## config.mk

```make
export PLATFORM = sky130hd
export DESIGN_NAME = alu_seq
export DESIGN_NICKNAME = d
export VERILOG_FILES = /design/src/rtl/alu_seq_pkg.sv /design/src/rtl/alu_seq_bcd_digit.sv /design/src/rtl/alu_seq.sv
export SDC_FILE = /design/constraint.sdc
export NUM_CORES = 1
export LEC_CHECK = 0
export BUFFER_PORTS_ARGS = -buffer_cell sky130_fd_sc_hd__buf_2
export CAP_MARGIN = 0
export CORE_ASPECT_RATIO = 1.2
export CORE_MARGIN = 1
export CORE_UTILIZATION = 40
export DETAILED_ROUTE_END_ITERATION = 7
export PLACE_DENSITY_LB_ADDON = 0.12
export SYNTH_ARGS = -nofsm -noshare
export SYNTH_HDL_FRONTEND = slang
export SYNTH_SLANG_ARGS = --single-unit
```

## constraint.sdc

```tcl
create_clock -name clk -period 2.9 [get_ports clk]
set_input_delay 0.29 -clock clk [delete_from_list [all_inputs] [get_ports clk]]
set_output_delay 0.29 -clock clk [all_outputs]
set_load 0.02 [all_outputs]
```

## src/rtl/alu_seq_pkg.sv

```systemverilog
// Shared encodings for alu_seq: op codes, B-operand modes, FSM states and
// the nibble-count helper used to size the decimal iteration.
package alu_seq_pkg;

  localparam logic [2:0] OP_AI  = 3'd0;
  localparam logic [2:0] OP_ROL = 3'd1;
  localparam logic [2:0] OP_ROR = 3'd2;
  localparam logic [2:0] OP_ORA = 3'd3;
  localparam logic [2:0] OP_AND = 3'd4;
  localparam logic [2:0] OP_EOR = 3'd5;
  localparam logic [2:0] OP_ADC = 3'd6;
  localparam logic [2:0] OP_BCD = 3'd7;

  localparam logic [1:0] BM_M     = 2'd0;
  localparam logic [1:0] BM_NOT_M = 2'd1;
  localparam logic [1:0] BM_CI    = 2'd2;
  localparam logic [1:0] BM_ZERO  = 2'd3;

  typedef enum logic [1:0] {
    S_IDLE = 2'd0,
    S_EXEC = 2'd1,
    S_DEC  = 2'd2
  } state_t;

  function automatic int nibble_count(input int width);
    return width / 4;
  endfunction

endpackage

```

## src/rtl/alu_seq_bcd_digit.sv

```systemverilog
// One-nibble decimal adder/subtractor; the subtract path expects b already
// inverted and carry acting as "no borrow".
module alu_seq_bcd_digit (
  input  logic [3:0] a,
  input  logic [3:0] b,
  input  logic       c,
  input  logic       sub,
  output logic [3:0] digit,
  output logic       carry
);

  logic [4:0] s;

  always_comb begin
    s = {1'b0, a} + {1'b0, b} + {4'b0000, c};
    if (sub) begin
      carry = s[4];
      digit = carry ? s[3:0] : s[3:0] + 4'd10;
    end else if (s > 5'd9) begin
      carry = 1'b1;
      digit = s[3:0] + 4'd6;
    end else begin
      carry = 1'b0;
      digit = s[3:0];
    end
  end

endmodule

```

## src/rtl/alu_seq.sv

```systemverilog
// Register file + ALU behind a start/busy/done handshake. With ALU_SEQ_BCD_EN
// defined, op 7 runs decimal add/subtract one nibble per cycle; otherwise op 7 is binary ADC.
//
// state  | meaning
// S_IDLE | waiting for start; done pulse (if any) shown here
// S_EXEC | single-cycle binary/logic op
// S_DEC  | nibble-serial decimal op, k = nibble in progress
module alu_seq
  import alu_seq_pkg::*;
#(
  parameter int WIDTH = 8,
  parameter int NREGS = 4
) (
  input  logic                     clk,
  input  logic                     reset,
  input  logic                     RDY,
  input  logic                     start,
  input  logic [2:0]               op,
  input  logic                     a_mem,
  input  logic [$clog2(NREGS)-1:0] a_idx,
  input  logic [1:0]               b_mode,
  input  logic                     CI,
  input  logic                     ld,
  input  logic [$clog2(NREGS)-1:0] dst_idx,
  input  logic [WIDTH-1:0]         DB,
  output logic                     busy,
  output logic                     done,
  output logic [WIDTH-1:0]         result,
  output logic                     CO,
  output logic                     N,
  output logic                     Z,
  output logic                     V
);

  localparam int IW = $clog2(NREGS);

  state_t           state_q, state_d;
  logic [WIDTH-1:0] regs_q [NREGS];
  logic [WIDTH-1:0] regs_d [NREGS];
  logic [WIDTH-1:0] m_q, m_d;
  logic [WIDTH-1:0] ai_q, ai_d, bi_q, bi_d;
  logic             ci_q, ci_d;
  logic [2:0]       op_q, op_d;
  logic             ld_q, ld_d;
  logic [IW-1:0]    dst_q, dst_d;
  logic [WIDTH-1:0] result_q, result_d;
  logic             co_q, co_d, n_q, n_d, z_q, z_d, v_q, v_d;
  logic             done_q, done_d;

  logic [WIDTH-1:0] ai_in, bi_in, alu_res, fin_res;
  logic [WIDTH:0]   sum_bin;
  logic             alu_co, alu_v, fin, fin_co, fin_v;

`ifdef ALU_SEQ_BCD_EN
  localparam int NIB = nibble_count(WIDTH);
  localparam int KW  = (NIB > 1) ? $clog2(NIB) : 1;

  logic [KW-1:0]    k_q, k_d;
  logic [WIDTH-1:0] acc_q, acc_d;
  logic             sub_q, sub_d;
  logic [3:0]       digit;
  logic             dcarry;

  // Operands shift right each DEC cycle, so the digit adder always sees nibble 0.
  alu_seq_bcd_digit u_digit (
    .a    (ai_q[3:0]),
    .b    (bi_q[3:0]),
    .c    (ci_q),
    .sub  (sub_q),
    .digit(digit),
    .carry(dcarry)
  );
`endif

  always_comb begin
    ai_in = a_mem ? m_q : regs_q[a_idx];
    case (b_mode)
      BM_M:     bi_in = m_q;
      BM_NOT_M: bi_in = ~m_q;
      BM_CI:    bi_in = CI ? '0 : '1;
      default:  bi_in = '0;
    endcase
  end

  always_comb begin
    sum_bin = {1'b0, ai_q} + {1'b0, bi_q} + {{WIDTH{1'b0}}, ci_q};
    alu_res = '0;
    alu_co  = 1'b0;
    alu_v   = 1'b0;
    case (op_q)
      OP_AI:  alu_res = ai_q;
      OP_ROL: begin
        alu_res = {ai_q[WIDTH-2:0], ci_q};
        alu_co  = ai_q[WIDTH-1];
      end
      OP_ROR: begin
        alu_res = {ci_q, ai_q[WIDTH-1:1]};
        alu_co  = ai_q[0];
      end
      OP_ORA: alu_res = ai_q | bi_q;
      OP_AND: alu_res = ai_q & bi_q;
      OP_EOR: alu_res = ai_q ^ bi_q;
      default: begin
        alu_res = sum_bin[WIDTH-1:0];
        alu_co  = sum_bin[WIDTH];
        alu_v   = (ai_q[WIDTH-1] ^ bi_q[WIDTH-1] ^ sum_bin[WIDTH-1]) ^ sum_bin[WIDTH];
      end
    endcase
  end

  always_comb begin
    state_d  = state_q;
    regs_d   = regs_q;
    m_d      = DB;
    ai_d     = ai_q;
    bi_d     = bi_q;
    ci_d     = ci_q;
    op_d     = op_q;
    ld_d     = ld_q;
    dst_d    = dst_q;
    result_d = result_q;
    co_d     = co_q;
    n_d      = n_q;
    z_d      = z_q;
    v_d      = v_q;
    done_d   = 1'b0;
    fin      = 1'b0;
    fin_res  = alu_res;
    fin_co   = alu_co;
    fin_v    = alu_v;
`ifdef ALU_SEQ_BCD_EN
    k_d      = k_q;
    acc_d    = acc_q;
    sub_d    = sub_q;
`endif
    case (state_q)
      S_IDLE: begin
        if (start && !done_q) begin
          ai_d  = ai_in;
          bi_d  = bi_in;
          ci_d  = CI;
          op_d  = op;
          ld_d  = ld;
          dst_d = dst_idx;
`ifdef ALU_SEQ_BCD_EN
          sub_d = (b_mode == BM_NOT_M);
          if (op == OP_BCD) begin
            state_d = S_DEC;
            k_d     = '0;
            acc_d   = '0;
          end else begin
            state_d = S_EXEC;
          end
`else
          state_d = S_EXEC;
`endif
        end
      end
      S_EXEC: fin = 1'b1;
`ifdef ALU_SEQ_BCD_EN
      S_DEC: begin
        for (int i = 0; i < NIB; i++) begin
          if (k_q == KW'(i)) acc_d[i*4 +: 4] = digit;
        end
        ai_d = ai_q >> 4;
        bi_d = bi_q >> 4;
        ci_d = dcarry;
        k_d  = k_q + 1'b1;
        if (k_q == KW'(NIB - 1)) begin
          fin     = 1'b1;
          fin_res = acc_d;
          fin_co  = dcarry;
          // Upper bits of the shifted operands are zero here, so sum_bin[3]
          // is the binary top-nibble sum that NMOS parts derive V from.
          fin_v   = ~(ai_q[3] ^ bi_q[3]) & (ai_q[3] ^ sum_bin[3]);
        end
      end
`endif
      default: state_d = S_IDLE;
    endcase
    if (fin) begin
      state_d  = S_IDLE;
      result_d = fin_res;
      co_d     = fin_co;
      n_d      = fin_res[WIDTH-1];
      z_d      = (fin_res == '0);
      v_d      = fin_v;
      done_d   = 1'b1;
      if (ld_q) regs_d[dst_q] = fin_res;
    end
  end

  always_ff @(posedge clk or posedge reset) begin
    if (reset) begin
      state_q  <= S_IDLE;
      regs_q   <= '{default: '0};
      m_q      <= '0;
      ai_q     <= '0;
      bi_q     <= '0;
      ci_q     <= 1'b0;
      op_q     <= OP_AI;
      ld_q     <= 1'b0;
      dst_q    <= '0;
      result_q <= '0;
      co_q     <= 1'b0;
      n_q      <= 1'b0;
      z_q      <= 1'b0;
      v_q      <= 1'b0;
      done_q   <= 1'b0;
`ifdef ALU_SEQ_BCD_EN
      k_q      <= '0;
      acc_q    <= '0;
      sub_q    <= 1'b0;
`endif
    end else if (RDY) begin
      state_q  <= state_d;
      regs_q   <= regs_d;
      m_q      <= m_d;
      ai_q     <= ai_d;
      bi_q     <= bi_d;
      ci_q     <= ci_d;
      op_q     <= op_d;
      ld_q     <= ld_d;
      dst_q    <= dst_d;
      result_q <= result_d;
      co_q     <= co_d;
      n_q      <= n_d;
      z_q      <= z_d;
      v_q      <= v_d;
      done_q   <= done_d;
`ifdef ALU_SEQ_BCD_EN
      k_q      <= k_d;
      acc_q    <= acc_d;
      sub_q    <= sub_d;
`endif
    end
  end

  assign busy   = (state_q != S_IDLE) || done_q;
  assign done   = done_q;
  assign result = result_q;
  assign CO     = co_q;
  assign N      = n_q;
  assign Z      = z_q;
  assign V      = v_q;

endmodule

```

==> flow_summary.json <==
{
  "status": "finished clean",
  "drt_iter0_markers": 198,
  "crit_arrival_ps": 2870,
  "dieArea_mm2": 0.0110,
  "syn_nets": 467,
  "crit_type": "reg -> reg",
  "drt_wl_total_mm": 10.5,
  "vias_per_cell": 5.54,
  "insertedDiodeCount": 0,
  "maxCapViolCount": 0,
  "core_mm2": 0.0101,
  "peakVddDrop_mv": 0.481,
  "slew_headroom": 0.467,
  "initial_core_util": 0.417,
  "hpwl_mm": 7.83,
  "multi_input_area_mm2": 0.00210,
  "synth_area_leader_cell": "dfrtp_1",
  "hp-class": "in -> async",
  "whs_ps": 107,
  "drive_above_1_share": 0.226,
  "clk_latency_ps": 330,
  "path_cells": "fa_1, inv_1, fa_1, nand2b_1, a21oi_1, or3_1, and3_4, nor4b_2, a32o_2",
  "drc_errors": 0,
  "synthArstFlopShare": 1.00,
  "fin_worst_skew_ps": 10.1,
  "crit_family": "simple AND/OR/NAND/NOR gates",
  "cp_slowest_stage_delay_ps": 500,
  "numPortBuffers": 37,
  "dpl_worst_slack_ps": 348,
  "grt.total_usage": 0.209,
  "io_pins": 38,
  "yosys_warnings": 0,
  "tightest_slew_ps": 798,
  "rsz0062_at_grt": "false",
  "grt_max_degree": 41,
  "p_comb_frac": 0.418,
  "max-clock-path-buffers": 2,
  "yosys.area.top_type_share": 0.451,
  "cts_tree": "built",
  "internal_power_mw": 3.13,
  "htreeDepth": 3,
  "power_frac_clock": 0.230,
  "synth-seq-area-share": 0.451,
  "final_nets": 502,
  "power.leakage_nw": 2.22,
  "period_minus_slack_ps": 2590,
  "die_y_um": 114,
  "die_width_um": 95.7,
  "netlist_instances": 425,
  "grt_pass1_wl_mm": 16.9,
  "synth_edf_count": 0,
  "cts.repair.resized": 0,
  "synthesis.area_mm2": 0.00422,
  "start_kind": "flop",
  "finalCritPeriodShare": 0.895,
  "cts_root_buf": "clkbuf_16",
  "slew_viol_final": 0,
  "critPathMaxFanout": 6,
  "cpMaxStageDelayCell": "fa_1",
  "final_core_util": 0.480,
  "synth_area_leaders": "dfrtp_1 (45%), mux2_2 (5.3%), mux4_2 (4.8%)",
  "timing.final.hold_violations": 0,
  "p_switching_mw": 1.99,
  "ant_nets": 0,
  "fin_cells": 591,
  "setup_slack_ps": 306,
  "rows": 40,
  "syn_to_final_growth_pct": 15.2,
  "num_vias": 3272,
  "wire_per_inst_um": 17.8,
  "tns_ps": 0,
  "crit_top_cell": "fa_1",
  "grt_overflow_total": 0,
  "p_sw_frac": 0.389,
  "syn_avg_cell_area_um2": 9.92,
  "dpl.cell_count": 575,
  "synth_ff_type": "dfrtp_1",
  "required_ps": 3170,
  "pwr-share-seq": 0.351,
  "max_freq_mhz": 385,
  "antenna_found_initial": 0,
  "power-per-cell-area_mw_per_mm2": 1060,
  "place_congestion": 0.868,
  "fillers": 982,
  "crit_buf_inv": 1,
  "postCtsHoldBufs": 0,
  "yosys_register_bits": 76,
  "cts.sinks": 76,
  "firstDrtPassIters": 5,
  "cp-end-kind": "flop",
  "yosysUniqueCellTypes": 60,
  "numCtsBuffers": 9,
  "setup_violations": 0,
  "clk_pin_slew_ps": 60,
  "grt_pass1_vias": 3118,
  "regArea_mm2": 0.00190,
  "post_cts_buffers": 0
}
## kinds of logic after synthesis
| family | count (synthesis) | synth area share |
|---|---|---|
| AO/OA/AOI/OAI | 122 | 0.174 |
| XOR/XNOR | 6 | 0.0125 |
| adder cells (fa/ha/maj) | 18 | 0.0570 |
| buffers and inverters | 50 | 0.0513 |
| flip-flops | 76 | 0.451 |
| multiplexers | 44 | 0.137 |
| AND/OR/NAND/NOR | 109 | 0.117 |
## cells in the mapped netlist, types with 4 or more instances
cell type  number
buf_2           5
mux4_2          9
xnor2_1         4
clkbuf_1       13
ha_1           16
a21oi_1        39
mux2_2         20
o22ai_1        11
mux2i_1        15
nand2_1        49
a21o_1          4
nor2_1         35
dfrtp_1        76
inv_1          22
o21ai_0        38
a22oi_1         5
## state kept, by name, summed over array words and instances (netlist names), 2 cells and up
signal and cells:
regs_q 32, bi_q 8, m_q 8, dst_q 2, result 8, ai_q 8
op_q 3
## layer usage
layer / wire length (um) / vias up / track usage
li1: - / 1574 / -
met1: 4880 / 1620 / 0.289
met2: 5070 / 63 / 0.321
met3: 314 / 15 / 0.0425
met4: 258 / 0 / 0.0806
met5: 0 / - / 0
## power groups by stage
stage / registers, mW / clock network (mW) / logic [mW]
global placement: 1.80 / 0 / 2.10
detailed placement: 1.82 / 0 / 2.13
floorplan: 1.76 / 0 / 1.51
global route: 1.86 / 1.25 / 2.36
CTS: 1.80 / 1.20 / 2.15
finish: 1.80 / 1.18 / 2.14
## worst reg2reg max path, delay by kind of cell, from the launching register on
family,cells,cell delay (ps)
adder cells (fa/ha/maj),2,700
buffers and inverters,1,90
AND/OR/NAND/NOR,4,990
flip-flops,1,450
AO/OA/AOI/OAI,2,310
## layout by cell type (no fill, tap or decap), drive strengths merged, types with 3 or more instances in the layout
master and n:
mux4 9, a21o 4, nor2 35, nand2 50, o31ai 3, ha 16, clkinv 5, nor3 3
buf 49, o21ai 39, mux2 20, a21oi 39, clkbuf 9, a22oi 5, mux2i 15, xnor2 4
o22ai 11, inv 24, nand4 3, dfrtp 76
## per-stage QoR
| stage | total power [mW] | area, um2 |
|---|---|---|
| 2_1_floorplan | 3.27 | 4220 |
| 3_3_place_gp | 3.90 | 4540 |
| 3_5_place_dp | 3.95 | 4540 |
| 4_1_cts | 5.15 | 4860 |
| 5_1_grt | 5.48 | 4860 |
| 6_report | 5.13 | 4860 |
## worst paths after layout
path                                     start               endpoint  slack, ps  cells past startpoint
setup / recovery           ai_q[0]$_DFFE_PP0P_          Z$_DFFE_PP0P_        310                      9
hold / removal                           reset  result[7]$_DFFE_PP0P_        110                      2
setup reg to reg           ai_q[0]$_DFFE_PP0P_          Z$_DFFE_PP0P_        310                      9
hold reg to reg                  V$_DFFE_PP0P_          V$_DFFE_PP0P_        470                      2
max in group asynchronous                reset    ai_q[7]$_DFFE_PP0P_       2100                      3
min in group clk                         op[0]    op_q[0]$_DFFE_PP0P_        160                      3
## area by class of cell
type | instances | area share
sequential | 76 | 0.392
timing repair buffer | 49 | 0.0592
multi-input combinational | 299 | 0.432
clock inverter | 7 | 0.0188
inverter | 25 | 0.0193
tap | 126 | 0.0325
clock buffer | 9 | 0.0464
(Power assumes the default switching activity.)
